### config.mk
export PLATFORM = sky130hd
export DESIGN_NAME = mem_stage
export DESIGN_NICKNAME = d
export VERILOG_FILES = /design/src/rtl/mips_pkg.sv /design/src/rtl/mem_lane_align.sv /design/src/rtl/mem_stage.sv
export SDC_FILE = /design/constraint.sdc
export NUM_CORES = 1
export LEC_CHECK = 0
export CORE_MARGIN = 5
export CORE_UTILIZATION = 49
export CTS_CLUSTER_DIAMETER = 60
export DETAILED_ROUTE_END_ITERATION = 12
export GPL_ROUTABILITY_DRIVEN = 0
export HOLD_SLACK_MARGIN = 0.15
export PLACE_DENSITY = 0.87
export RECOVER_POWER = 50
export SYNTH_ARGS = -nofsm -noshare
export SYNTH_HDL_FRONTEND = slang
export SYNTH_HIERARCHICAL = 1
export SYNTH_SLANG_ARGS = --single-unit
export TNS_END_PERCENT = 20
### constraint.sdc
create_clock -name clk -period 8.7 [get_ports clk]
set_clock_uncertainty 0.2 [all_clocks]
set_input_delay 0.87 -clock clk [delete_from_list [all_inputs] [get_ports clk]]
set_output_delay 0.87 -clock clk [all_outputs]
set_load 0.005 [all_outputs]
### src/rtl/mips_pkg.sv
// Shared MIPS pipeline definitions: data width, MemSize encodings, MEM-stage FSM states
// and the alignment predicate used by the optional alignment trap.
package mips_pkg;

  localparam int DATA_W = 32;

  localparam logic [1:0] SZ_BYTE = 2'b00;
  localparam logic [1:0] SZ_HALF = 2'b01;
  localparam logic [1:0] SZ_WORD = 2'b10;

  typedef enum logic {
    S_IDLE   = 1'b0,
    S_ACCESS = 1'b1
  } memState_t;

  // Size 2'b11 is treated as a word access everywhere.
  function automatic logic isMisaligned(input logic [1:0] size, input logic [1:0] addrLo);
    case (size)
      SZ_BYTE: isMisaligned = 1'b0;
      SZ_HALF: isMisaligned = addrLo[0];
      default: isMisaligned = |addrLo;
    endcase
  endfunction

endpackage

### src/rtl/mem_lane_align.sv
// Data-memory lane steering: byte enables, store-data replication, and load lane
// extraction with zero/sign extension. Purely combinational.
module mem_lane_align
  import mips_pkg::*;
(
  input  logic [1:0]        memSize,
  input  logic [1:0]        addrLo,
  input  logic              memSigned,
  input  logic [DATA_W-1:0] storeData,
  input  logic [DATA_W-1:0] readWord,
  output logic [3:0]        byteEn,
  output logic [DATA_W-1:0] storeWord,
  output logic [DATA_W-1:0] loadData
);

  logic [7:0]  loadByte;
  logic [15:0] loadHalf;

  always_comb begin
    case (addrLo)
      2'd0:    loadByte = readWord[7:0];
      2'd1:    loadByte = readWord[15:8];
      2'd2:    loadByte = readWord[23:16];
      default: loadByte = readWord[31:24];
    endcase
    loadHalf = addrLo[1] ? readWord[31:16] : readWord[15:0];
  end

  // Sub-word accesses ignore the address bits below their own size.
  always_comb begin
    byteEn    = 4'b1111;
    storeWord = storeData;
    loadData  = readWord;
    case (memSize)
      SZ_BYTE: begin
        case (addrLo)
          2'd0:    byteEn = 4'b0001;
          2'd1:    byteEn = 4'b0010;
          2'd2:    byteEn = 4'b0100;
          default: byteEn = 4'b1000;
        endcase
        storeWord = {4{storeData[7:0]}};
        loadData  = {{24{memSigned & loadByte[7]}}, loadByte};
      end
      SZ_HALF: begin
        byteEn    = addrLo[1] ? 4'b1100 : 4'b0011;
        storeWord = {2{storeData[15:0]}};
        loadData  = {{16{memSigned & loadHalf[15]}}, loadHalf};
      end
      default: begin
        byteEn    = 4'b1111;
        storeWord = storeData;
        loadData  = readWord;
      end
    endcase
  end

endmodule

### src/rtl/mem_stage.sv
// MIPS MEM stage: EX/MEM register, data-memory request FSM with wait/timeout, lane steering, MEM/WB register.
// Optional MEM_ALIGN_TRAP_EN: misaligned half/word accesses skip the bus and pulse AlignErr_mem.
//
// state    | meaning
// S_IDLE   | EX/MEM holds a non-memory instruction (or a trapped misaligned access)
// S_ACCESS | EX/MEM holds a load/store; dmem_req asserted until ack or timeout
module mem_stage
  import mips_pkg::*;
#(
  parameter int DMEM_TIMEOUT = 15
) (
  input  logic        clk,
  input  logic        reset,
  input  logic        RegWrite_ex,
  input  logic        MemToReg_ex,
  input  logic        MemRead_ex,
  input  logic        MemWrite_ex,
  input  logic [1:0]  MemSize_ex,
  input  logic        MemSigned_ex,
  input  logic [4:0]  RegWriteAddr_ex,
  input  logic [31:0] ALUResult_ex,
  input  logic [31:0] MemWriteData_ex,
  output logic [31:0] ALUResult_mem,
  output logic [4:0]  RegWriteAddr_mem,
  output logic        RegWrite_mem,
  output logic        Stall_mem,
  output logic        dmem_req,
  output logic        dmem_we,
  output logic [31:0] dmem_addr,
  output logic [3:0]  dmem_be,
  output logic [31:0] dmem_wdata,
  input  logic [31:0] dmem_rdata,
  input  logic        dmem_ack,
  output logic [31:0] RegWriteData_wb,
  output logic [4:0]  RegWriteAddr_wb,
  output logic        RegWrite_wb,
  output logic        BusErr_mem
`ifdef MEM_ALIGN_TRAP_EN
  ,
  output logic        AlignErr_mem
`endif
);

  localparam logic [7:0] TIMEOUT_LAST = 8'(DMEM_TIMEOUT - 1);

  logic              memToReg_q;
  logic              memRead_q;
  logic              memWrite_q;
  logic [1:0]        memSize_q;
  logic              memSigned_q;
  logic [31:0]       storeData_q;

  memState_t         state;
  memState_t         stateNext;
  logic [7:0]        waitCnt;
  logic              timeoutHit;
  logic              capture;
  logic              exIsAccess;
  logic              alignErr;

  logic [DATA_W-1:0] loadData;
  logic [DATA_W-1:0] wbData;

  assign capture = ~Stall_mem;

`ifdef MEM_ALIGN_TRAP_EN
  assign exIsAccess = (MemRead_ex | MemWrite_ex) & ~isMisaligned(MemSize_ex, ALUResult_ex[1:0]);
  assign alignErr   = (memRead_q | memWrite_q) & isMisaligned(memSize_q, ALUResult_mem[1:0]);
  assign AlignErr_mem = alignErr;
`else
  assign exIsAccess = MemRead_ex | MemWrite_ex;
  assign alignErr   = 1'b0;
`endif

  always_ff @(posedge clk or posedge reset) begin
    if (reset) begin
      RegWrite_mem     <= 1'b0;
      memToReg_q       <= 1'b0;
      memRead_q        <= 1'b0;
      memWrite_q       <= 1'b0;
      memSize_q        <= SZ_BYTE;
      memSigned_q      <= 1'b0;
      RegWriteAddr_mem <= 5'd0;
      ALUResult_mem    <= 32'd0;
      storeData_q      <= 32'd0;
    end else if (capture) begin
      RegWrite_mem     <= RegWrite_ex;
      memToReg_q       <= MemToReg_ex;
      memRead_q        <= MemRead_ex;
      memWrite_q       <= MemWrite_ex;
      memSize_q        <= MemSize_ex;
      memSigned_q      <= MemSigned_ex;
      RegWriteAddr_mem <= RegWriteAddr_ex;
      ALUResult_mem    <= ALUResult_ex;
      storeData_q      <= MemWriteData_ex;
    end
  end

  always_ff @(posedge clk or posedge reset) begin
    if (reset) begin
      state <= S_IDLE;
    end else begin
      state <= stateNext;
    end
  end

  // A completing access hands straight over to whatever is captured on the same edge.
  always_comb begin
    stateNext = state;
    if (capture) begin
      stateNext = exIsAccess ? S_ACCESS : S_IDLE;
    end
  end

  always_comb begin
    dmem_req   = (state == S_ACCESS);
    timeoutHit = (state == S_ACCESS) && (waitCnt == TIMEOUT_LAST) && !dmem_ack;
    Stall_mem  = (state == S_ACCESS) && !dmem_ack && !timeoutHit;
  end

  always_ff @(posedge clk or posedge reset) begin
    if (reset) begin
      waitCnt <= 8'd0;
    end else if (capture) begin
      waitCnt <= 8'd0;
    end else if ((state == S_ACCESS) && !dmem_ack) begin
      waitCnt <= waitCnt + 8'd1;
    end
  end

  always_ff @(posedge clk or posedge reset) begin
    if (reset) begin
      BusErr_mem <= 1'b0;
    end else if (timeoutHit) begin
      BusErr_mem <= 1'b1;
    end
  end

  mem_lane_align u_laneAlign (
    .memSize   (memSize_q),
    .addrLo    (ALUResult_mem[1:0]),
    .memSigned (memSigned_q),
    .storeData (storeData_q),
    .readWord  (dmem_rdata),
    .byteEn    (dmem_be),
    .storeWord (dmem_wdata),
    .loadData  (loadData)
  );

  assign dmem_we   = memWrite_q;
  assign dmem_addr = {ALUResult_mem[31:2], 2'b00};

  // A timed-out load retires with zero data rather than whatever is on the bus.
  always_comb begin
    wbData = ALUResult_mem;
    if (memToReg_q) begin
      wbData = timeoutHit ? 32'd0 : loadData;
    end
  end

  always_ff @(posedge clk or posedge reset) begin
    if (reset) begin
      RegWriteData_wb <= 32'd0;
      RegWriteAddr_wb <= 5'd0;
      RegWrite_wb     <= 1'b0;
    end else if (Stall_mem) begin
      RegWrite_wb     <= 1'b0;
    end else begin
      RegWriteData_wb <= wbData;
      RegWriteAddr_wb <= RegWriteAddr_mem;
      RegWrite_wb     <= RegWrite_mem & ~alignErr;
    end
  end

endmodule

**Word-level counts from Yosys, hierarchy flattened**

Index checks and enable logic that the tools add are counted.

- Add/sub/neg operators: 1
- Equality and inequality tests: 5
- Mux-type cells: 13
- Bitwise logic cells: 3
- Reduce and logical (&&, ||, !) cells: 8

Operators with widths:

| cell | count |
|---|---|
| $pmux 32 s2 | 2 |
| $mux 32 | 2 |
| $pmux 8 s3 | 1 |
| $mux 16 | 1 |
| $mux 8 | 2 |
| $pmux 4 s3 | 1 |
| $add 8x1->8 const B | 1 |
| $eq 8x4->1 const B | 1 |
| $pmux 4 s2 | 1 |
| $eq 2x1->1 const B | 2 |
| $logic_and 1x1->1 | 4 |
| $logic_not 2->1 | 2 |
| $mux 4 | 1 |
| $and 1x1->1 | 2 |
| $eq 2x2->1 const B | 1 |
| $logic_not 1->1 | 2 |
| $mux 1 | 2 |
| $ne 2x1->1 const B | 1 |
| $or 1x1->1 | 1 |

- Register bits: 123
- Input bits: 111
- Output and inout port bits: 148
- Logic and storage cells: 44

**Depth between registers and ports, before layout**

Gate-level depths: netlist (run 1).

- Word-level depth: 6
- Gate-level depth with buffers: 8
- Mapped depth without buffers: 6

**Cells and area by module**

Netlist (run 1), hierarchy kept.

Modules (own cells, without submodules):

| module | times used | cells an instance | area an instance (µm²) | seq. area each (µm²) |
|---|---|---|---|---|
| mem_stage | 1 | 435 | 5788.1 | 3078.0 |
| mem_lane_align | 1 | 168 | 1151.1 | 0.0 |

**Worst setup path before layout (run 1)**

No wires, ideal clock.

- Path kind: input -> output
- Start point: in dmem_ack
- End point: out Stall_mem
- Data arrival time: 1.787 ns
- Required time: 7.630 ns
- Path slack: 5.843 ns
- Stages: 6
- Buffers on the path: 3
- Path through: nand2b_1 clkbuf_1 a31o_1 buf_6 inv_4 buf_4

- Word-level cells in the longest chain between the ends: 4
- Elaborated cells on any way between the ends: 5
- Those cells by class: 5 x reduce/logical

RTL lines:

| element | RTL line | source |
|---|---|---|
| from (decl) | mem_stage.sv:33 | `input logic dmem_ack,` |
| $logic_not 1->1 * | mem_stage.sv:117, mem_stage.sv:118 |  |
| $logic_and 1x1->1 | mem_stage.sv:117 | `timeoutHit = (state == S_ACCESS) && (waitCnt == TIMEOUT_LAST) && !dmem_ack;` |
| $logic_not 1->1 | mem_stage.sv:118 | `Stall_mem = (state == S_ACCESS) && !dmem_ack && !timeoutHit;` |
| $logic_and 1x1->1 * | mem_stage.sv:118 |  |
| to (decl) | mem_stage.sv:26 | `output logic Stall_mem,` |

Every way passes the cells marked *; elsewhere a longest branch is shown, timed or not.

**Final worst setup path (run 1)**

Same ends and word-level chain as after synthesis.

==> results of run 1 <==
[cell type report]
class	instances	area, um2	share of cell area (%)
clock inverters	8	140	1.42
multi-input cells	388	3280	33.3
repair buffers	262	2600	26.4
well taps	180	225	2.29
clock buffers	23	478	4.85
flip-flops and latches	123	3080	31.3
inverters	9	37.5	0.381
[worst register-to-register path, stage by stage, from the launching register on]
cell and delay, ns:
dfrtp_1 0.38, nand2b_2 0.07, clkbuf_1 2.02, a31o_1 0.28, buf_4 0.38, inv_4 0.34
buf_4 0.52, or3_1 0.48
[Yosys cell counts (2+ instances only)]
cell type	instances	area (um2)
clkbuf_1	24	90.1
o21ai_0	20	100
buf_2	9	45.0
a221o_1	7	70.1
buf_6	8	90.1
or3_1	4	25.0
a21oi_1	18	90.1
and2_1	3	18.8
dfrtp_1	123	3080
ha_1	2	25.0
inv_1	7	26.3
nor2_1	12	45.0
mux2_2	43	484
mux2i_1	48	480
mux2_4	56	841
a31oi_1	65	407
nand2_1	36	135
nand3_1	2	10.0
nor2b_1	34	213
buf_4	43	323
nand2b_1	2	12.5
a21oi_2	11	96.3
[cells by family (layout without fill, tap and decap cells)]
group,after synthesis,count (layout)
simple gates,102,102
flops,123,123
other cells,1,2
buf+inv,93,302
compound gates,133,133
fa+ha+maj,2,2
xor+xnor,1,1
mux,148,148
[path summary, 6_finish.rpt]
check                           start            to  cells after the start
hold / removal             BusErr_mem    BusErr_mem                      2
max in group asynchronous       reset  memSize_q[1]                      3
setup reg to reg             dmem_req      dmem_req                      7
hold reg to reg            BusErr_mem    BusErr_mem                      2
setup / recovery             dmem_ack     Stall_mem                      7
min in group asynchronous       reset      dmem_req                      2
[state kept, by name, summed over array words and instances (netlist names), 2 cells and up]
name and flops:
ALUResult_mem 32, RegWriteAddr_mem 5, RegWriteData_wb 32, storeData_q 32, waitCnt 8, RegWriteAddr_wb 5
memSize_q 2
[stage by stage]
step	instances	power, mW	instance area (um2)	hold WS, ns
finish	993	2.02	9850	0.306
global route	993	2.10	9850	0.314
CTS	993	2.06	9850	0.303
detailed placement	962	1.31	9240	0.272
global placement	962	1.29	9240	0.267
floorplan	604	1.02	6940	0.254
[power by group through the flow]
stage          sequential [mW]  clock (mW)  combinational, mW
2_1_floorplan            0.711           0              0.305
5_1_grt                  0.743       0.777              0.583
3_3_place_gp             0.736           0              0.556
6_report                 0.731       0.740              0.545
3_5_place_dp             0.741           0              0.573
4_1_cts                  0.734       0.751              0.578
[routing by layer]
metal / track usage [%] / vias up / share of wire (%)
met2: 40.8 / 277 / 49
met5: 0 / - / 0
met4: 10.0 / 0 / 2.6
li1: - / 2541 / -
met1: 29.0 / 2695 / 40
met3: 6.68 / 39 / 7.8
==> impl_results.md, run 1 <==
- Status: finished with violations
- Violations in the final reports: capacitance limit, slew limit
- Crit path largest cell delay: 2.02 ns
- Mapped Area: 6940 um2
- Flip-flop and latch count after synthesis: around 120
- TritonCTS Buffers: 17
- Die height: 129 um
- Final Max Slew Viols: 129
- Clock sinks: 123
- Post-DP HPWL: 14900 um
- Largest net degree at the start of global routing: a little over 70
- Post-synth cell types: 48
- Simple-gate share of the synthesized area: 7.75%
- YS warnings: 6
- Lkg Pwr: 4.21 nW
- Cell Chain, Critical Path: dlygate4sd3_1 -> nand2b_2 -> clkbuf_1 -> a31o_1 -> buf_4 -> inv_4 -> clkdlybuf4s50_1
- Finished Core Util: 70.9%
- Critical Path Sink Type: output port
- Worst min path class: flip-flop to flip-flop
- Core Box Area: 13900 um2
- Post-CTS Setup Repair Bufs: 0
- Cts repair resizes: 0
- Slew of the pin with the lowest slew margin: 2.87 ns
- Max IR drop VDD: 0.000139 V
- Delay-heaviest family, CP: buffers and inverters
- Crit path max-delay cell type: clkbuf_1
- Synth Area in XOR/XNOR: 0.126%
- Vias in the first global route: between 5000 and 6000
- Setup TNS: 0 ns
- Share of post-route cells with drive strength above 1: 19.1%
- N_diodes: 0
- First-pass GRT wire length: 31100 um
- Post-Syn Area per Cell: 11.5 um2
- Sw Ratio: 26.8%
- Final WS setup: 2.56 ns
- Site row count: 43
- Die width: 129 um
- Kind of critical path: primary input to output port
- Routed WL: between 20000 and 25000 um
- Post-Synth Adder-Cell Area: 0.361%
- Async SR Flop Fraction: 100%
- Per-cell routed wire length: 20.5 um
- Port bufs: 256
- Clock Power Share: 36.7%
- Maximum fanout along the worst path: 71
- Seq/Total Area, Yosys: 44.4%
- Complex-gate fraction of the synthesized area: between 10% and 20%
- Final Hold Fails: 0
- Multiplexer share of the synthesized area: between 20% and 30%
- Post-route DRC: 0
- Post-synth EDFFs: 0
- MaxCap Viol Count: 2
- Root buffer cell: clkbuf_16
- Comb pwr share: 27.0%
- P_int: 1.47 mW
- Total gr overflow: 0
- Worst path required time: 7.63 ns
- Fin nets: 914
- Sequential share of power: a little over a third
- DRT iter0 DRCs: 402
- Min Clock Period, post-route: 6.14 ns
- Ports: ~260
- Largest family of logic cells by synthesized area: multiplexers
- Post-synth top flop: dfrtp_1
- RSZ-0062 raised after global routing: no
- Initial antenna violation count: 0
- WP buf/inv: 5
- Area of the die: around 17000 um2
- Later-pin clock latency in the skew report: roughly 0.41 ns
- Crit share post-route: a little over two thirds
- Worst R2R Setup Slack: 3.90 ns
- Vias per inst: 5.59
- TritonCTS clock tree: yes
- Worst-path clk slew: approximately 0.050 ns
- Leading cell type in the layout, fill and taps excluded: clkdlybuf4s50_1
- Pre-CTS setup slack: 4.13 ns
- DRT antenna net count: 0
- Fmax: around 0.16 GHz
- All-Layer GR Usage: 24.1%
- Vias: 5552
- Sw Pwr: ~540 uW
- Slew headroom: -91.7%
- Initial Utilization: 50.0%
- Commonest non-fill, non-tap cells in the layout: clkdlybuf4s50_1 (139), dfrtp_1 (121), dlygate4sd3_1 (117)
- CTS max path bufs: 2
- CTS Hold Bufs: 0
- P&R area growth vs syn: 41.9%
- Drt pass-1 iters: 5
- Syn Inst Count: approximately 600
- Critical path startpoint category: primary input
- Power per cell area: 205 nW/um2
- Arr. time, crit path: a little over 5 ns
- Fill count: between 900 and 1000
- Setup Viol. Count Final: 0
- H-tree levels: 4
Power figures use the tool's default switching activity.
==> inputs of run 2 (changes only) <==
--- a/config.mk
+++ b/config.mk
@@ -6,12 +6,12 @@
 export NUM_CORES = 1
 export LEC_CHECK = 0
 export CORE_MARGIN = 5
-export CORE_UTILIZATION = 49
+export CORE_UTILIZATION = 45
 export CTS_CLUSTER_DIAMETER = 60
 export DETAILED_ROUTE_END_ITERATION = 12
 export GPL_ROUTABILITY_DRIVEN = 0
 export HOLD_SLACK_MARGIN = 0.15
-export PLACE_DENSITY = 0.87
+export PLACE_DENSITY = 0.81
 export RECOVER_POWER = 50
 export SYNTH_ARGS = -nofsm -noshare
 export SYNTH_HDL_FRONTEND = slang
==> constraint.sdc (replaced) <==
create_clock -name clk -period 5.75 [get_ports clk]
set_clock_uncertainty 0.2 [all_clocks]
set_input_delay 0.575 -clock clk [delete_from_list [all_inputs] [get_ports clk]]
set_output_delay 0.575 -clock clk [all_outputs]
set_load 0.005 [all_outputs]
==> impl_results.md, run 2 (synthesized netlist as in run 1, its figures left out) <==
- Kind of critical path: flip-flop to output port
- Final Max Slew Viols: 142
- Finished Core Util: 64.8%
- MaxCap Viol Count: 2
- Ports: around 260
- Site row count: 45
- Sw Pwr: 817 uW
- Commonest non-fill, non-tap cells in the layout: clkdlybuf4s50_1 (139), dfrtp_1 (121), dlygate4sd3_1 (117)
- Vias in the first global route: just under 6000
- Crit path max-delay cell type: clkdlybuf4s50_1
- TritonCTS Buffers: 17
- Setup TNS: 0 ns
- Arr. time, crit path: 3.15 ns
- Fin nets: 915
- Root buffer cell: clkbuf_16
- Comb pwr share: 28.0%
- Critical path startpoint category: flip-flop
- P_int: 2.14 mW
- RSZ-0062 raised after global routing: no
- Post-DP HPWL: approximately 15000 um
- Final Hold Fails: 0
- Worst min path class: flip-flop to flip-flop
- Crit share post-route: 68.2%
- P&R area growth vs syn: 41.4%
- Initial Utilization: ~46%
- Post-route DRC: 0
- Fmax: 0.255 GHz
- Vias: 5505
- Violations in the final reports: capacitance limit, slew limit
- Worst path required time: 4.97 ns
- Sequential share of power: 37.0%
- Sw Ratio: between 20% and 30%
- Core Box Area: 15100 um2
- DRT iter0 DRCs: 271
- Crit path largest cell delay: ~0.60 ns
- Largest net degree at the start of global routing: a little over 70
- Pre-CTS setup slack: 2.00 ns
- Power per cell area: 302 nW/um2
- TritonCTS clock tree: yes
- Critical Path Sink Type: output port
- CTS Hold Bufs: 0
- Clock Power Share: roughly a third
- Slew of the pin with the lowest slew margin: ~3.1 ns
- All-Layer GR Usage: around 22%
- Final WS setup: 1.83 ns
- Min Clock Period, post-route: 3.92 ns
- Vias per inst: 5.49
- Per-cell routed wire length: 20.2 um
- Cell Chain, Critical Path: inv_1 -> ha_1 -> nor4b_1 -> a31o_1 -> buf_4 -> inv_4 -> clkdlybuf4s50_1
- Die width: 134 um
- Drt pass-1 iters: 5
- H-tree levels: 4
- Die height: 134 um
- Delay-heaviest family, CP: buffers and inverters
- Setup Viol. Count Final: 0
- WP buf/inv: 4
- Maximum fanout along the worst path: 47
- Max IR drop VDD: 0.000220 V
- First-pass GRT wire length: 31900 um
- DRT antenna net count: 0
- CTS max path bufs: 2
- Worst-path clk slew: 0.05 ns
- Power, Total: 2.96 mW
- Routed WL: a little over 20000 um
- Cts repair resizes: 0
- Hold WS: around 0.27 ns
- Port bufs: 256
- Regs by FF count: ALUResult_mem: 32 flops, RegWriteData_wb: 32 flops, storeData_q: 32 flops
- Leading cell type in the layout, fill and taps excluded: clkdlybuf4s50_1
- Initial antenna violation count: 3
- Clock sinks: 123
- Later-pin clock latency in the skew report: 0.41 ns
- Status: finished with violations
- Share of post-route cells with drive strength above 1: 19.0%
- Area of the die: 18000 um2
- Total gr overflow: 0
- Post-CTS Setup Repair Bufs: 0
- Slew headroom: -108%
- Lkg Pwr: 4.19 nW
[run 2: changes by cell type in the layout (fill, tap and decap cells not counted), sizes merged]
cell | before | now
diode | 0 | 1
clkinv | 4 | 5
buf | 5 | 6
bufinv | 4 | 2
clkinvlp | 1 | 2
[run 2: power by group through the flow]
stage / clock (mW) / sequential [mW] / combinational (mW)
final: 1.04 / 1.09 / 0.828
after global routing: 1.10 / 1.11 / 0.892
after CTS: 1.05 / 1.10 / 0.882
after detailed placement: 0 / 1.11 / 0.873
after global placement: 0 / 1.10 / 0.854
after floorplan: 0 / 1.08 / 0.461
[run 2: metrics by stage]
| stage | cell area (um2) | instances |
|---|---|---|
| after floorplan | 6940 | 604 |
| after global placement | 9250 | 971 |
| after detailed placement | 9250 | 971 |
| after CTS | 9820 | 1002 |
| after global routing | 9810 | 1003 |
| final | 9810 | 1003 |
[run 2: final timing paths]
kind                             from            endpoint  slack, ns  depth (start not counted)
max                        waitCnt[0]           Stall_mem       1.83                          7
max in group asynchronous       reset        memSize_q[1]       2.21                          3
min in group asynchronous       reset  RegWriteAddr_wb[4]       1.29                          2
max reg2reg                waitCnt[0]    ALUResult_mem[6]       2.30                          8
min reg2reg                BusErr_mem          BusErr_mem       0.27                          2
min                        BusErr_mem          BusErr_mem       0.27                          2
[run 2: worst min-delay path, stage by stage, from the launching register on]
cell and delay, ns:
dfrtp_1 0.34, inv_1 0.05, o41ai_1 0.05
[run 2: layout make-up]
class | count | area (um2)
clock inverter | 8 | 92.6
sequential | 123 | 3080
tap | 188 | 235
inverter | 9 | 37.5
antenna | 1 | 2.50
fill | 1189 | 5330
multi-input combinational | 388 | 3280
clock buffer | 23 | 478
timing repair buffer | 263 | 2610
[run 2: routing by layer]
metal | GRT usage [%] | wire [um] | vias to the layer above
li1 | - | - | 2540
met1 | 28.0 | 8140 | 2677
met2 | 37.3 | 10100 | 246
met3 | 5.63 | 1460 | 38
met4 | 9.16 | 562 | 4
met5 | 0 | 14 | -
==> inputs of run 3 (changes only) <==
==> constraint.sdc (replaced) <==
create_clock -name clk -period 4 [get_ports clk]
set_clock_uncertainty 0.2 [all_clocks]
set_input_delay 0.4 -clock clk [delete_from_list [all_inputs] [get_ports clk]]
set_output_delay 0.4 -clock clk [all_outputs]
set_load 0.005 [all_outputs]
==> impl_results.md, run 3 (synthesized netlist as in run 1, its figures left out) <==
- Status: finished with violations
- Violations in the final reports: capacitance limit, slew limit
- Maximum fanout along the worst path: 54
- Root buffer cell: clkbuf_16
- Worst path required time: 3.40 ns
- Vias: about 5600
- Largest net degree at the start of global routing: 71
- Die width: about 130 um
- Commonest non-fill, non-tap cells in the layout: clkdlybuf4s50_1 (185), dfrtp_1 (121), dlygate4sd3_1 (71)
- Comb pwr share: around 28%
- Ports: 259
- Hold WS: 0.295 ns
- Lkg Pwr: 4.17 nW
- Core Box Area: 15100 um2
- Post-route DRC: 0
- DRT iter0 DRCs: approximately 330
- Arr. time, crit path: 2.66 ns
- Setup TNS: 0 ns
- Worst min path class: flip-flop to flip-flop
- P&R area growth vs syn: 41.5%
- P_int: 3.01 mW
- DRT antenna net count: 0
- Share of post-route cells with drive strength above 1: between 10% and 20%
- RSZ-0062 raised after global routing: no
- Area of the die: roughly 18000 um2
- Setup Viol. Count Final: 0
- Kind of critical path: flip-flop to output port
- Critical path startpoint category: flip-flop
- Fin nets: a little over 900
- CTS max path bufs: 2
- Cts repair resizes: 0
- TritonCTS clock tree: yes
- Vias in the first global route: 5934
- Total gr overflow: 0
- Initial antenna violation count: 3
- MaxCap Viol Count: 1
- Routed WL: between 20000 and 25000 um
- Sw Ratio: 28.7%
- Leading cell type in the layout, fill and taps excluded: clkdlybuf4s50_1
- Post-CTS Setup Repair Bufs: 0
- Slew of the pin with the lowest slew margin: 2.29 ns
- Later-pin clock latency in the skew report: around 0.42 ns
- Max IR drop VDD: 0.000320 V
- DP Area: 9270 um2
- Port bufs: approximately 260
- Die height: 134 um
- Final Max Slew Viols: 60
- Power per cell area: approximately 430 nW/um2
- Sequential share of power: 37.7%
- Finished Core Util: 64.8%
- Min Clock Period, post-route: 3.26 ns
- TritonCTS Buffers: 17
- Drt pass-1 iters: 5
- Post-DP HPWL: approximately 15000 um
- Critical Path Sink Type: output port
- Crit share post-route: 81.4%
- Clock sinks: 123
- Vias per inst: 5.56
- Site row count: 45
- Power, Total: 4.22 mW
- Slew headroom: -52.9%
- Regs by FF count: ALUResult_mem: 32 flops, RegWriteData_wb: 32 flops, storeData_q: 32 flops
- Per-cell routed wire length: 20.2 um
- Worst-path clk slew: 0.05 ns
- All-Layer GR Usage: between 20% and 30%
- Final Hold Fails: 0
- CTS Hold Bufs: 0
- Fmax: 0.307 GHz
- First-pass GRT wire length: approximately 32000 um
- Clock Power Share: 34.0%
- H-tree levels: 4
- Sw Pwr: 1.21 mW
- Initial Utilization: between 40% and 50%
- Design area: 9820 um2
run 3: cell count changes in the layout (fill, tap and decap cells not counted), sizes merged, moves of 2 or more:
| cell | previous run | this run |
|---|---|---|
| clkdlybuf4s50 | 139 | 185 |
| dlygate4sd3 | 117 | 71 |
| clkbuf | 24 | 22 |
| clkinvlp | 2 | 4 |
run 3: worst max-delay path: stages (launching register included):
cell and delay (ns):
dfrtp_2 1.01, inv_2 0.21, o21ai_1 0.36, clkdlybuf4s50_1 0.62
run 3: power by group through the flow:
stage	Sequential, mW	Clock [mW]	Combinational (mW)
after floorplan	1.55	0	0.663
after global placement	1.60	0	1.21
after detailed placement	1.61	0	1.24
after CTS	1.59	1.45	1.25
after global routing	1.62	1.52	1.29
final	1.59	1.43	1.20
run 3: final cells by class:
| type | instances | area [um2] |
|---|---|---|
| inverters | 9 | 36.3 |
| repair buffers | 262 | 2630 |
| diodes | 2 | 5.00 |
| multi-input cells | 388 | 3280 |
| clock inverters | 11 | 97.6 |
| well taps | 188 | 235 |
| clock buffers | 21 | 450 |
| fillers | 1131 | 5330 |
| flip-flops and latches | 123 | 3080 |
run 3: path summary, 6_finish.rpt:
kind,start,to,slack (ns),depth (start not counted)
setup reg to reg,memSize_q[1],RegWriteData_wb[16],1.18,5
setup / recovery,memSize_q[1],dmem_be[0],0.74,3
min in group asynchronous,reset,RegWriteAddr_mem[4],1.01,2
hold reg to reg,BusErr_mem,BusErr_mem,0.29,2
max in group asynchronous,reset,memSize_q[1],1.11,2
hold / removal,BusErr_mem,BusErr_mem,0.29,2
run 3: layer usage:
layer / global-route usage, % / vias up / wire [um]
li1: - / 2540 / -
met1: 27.5 / 2744 / 8030
met2: 37.3 / 256 / 10100
met3: 6.26 / 42 / 1600
met4: 10.0 / 2 / 539
met5: 0 / - / 11
run 3: per-stage QoR:
| step | cells | setup slack [ns] |
|---|---|---|
| 5_1_grt | 1004 | 0.508 |
| 4_1_cts | 1002 | 0.773 |
| 6_report | 1004 | 0.743 |
| 3_5_place_dp | 970 | 1.11 |
| 3_3_place_gp | 970 | 1.12 |
| 2_1_floorplan | 604 | 0.129 |
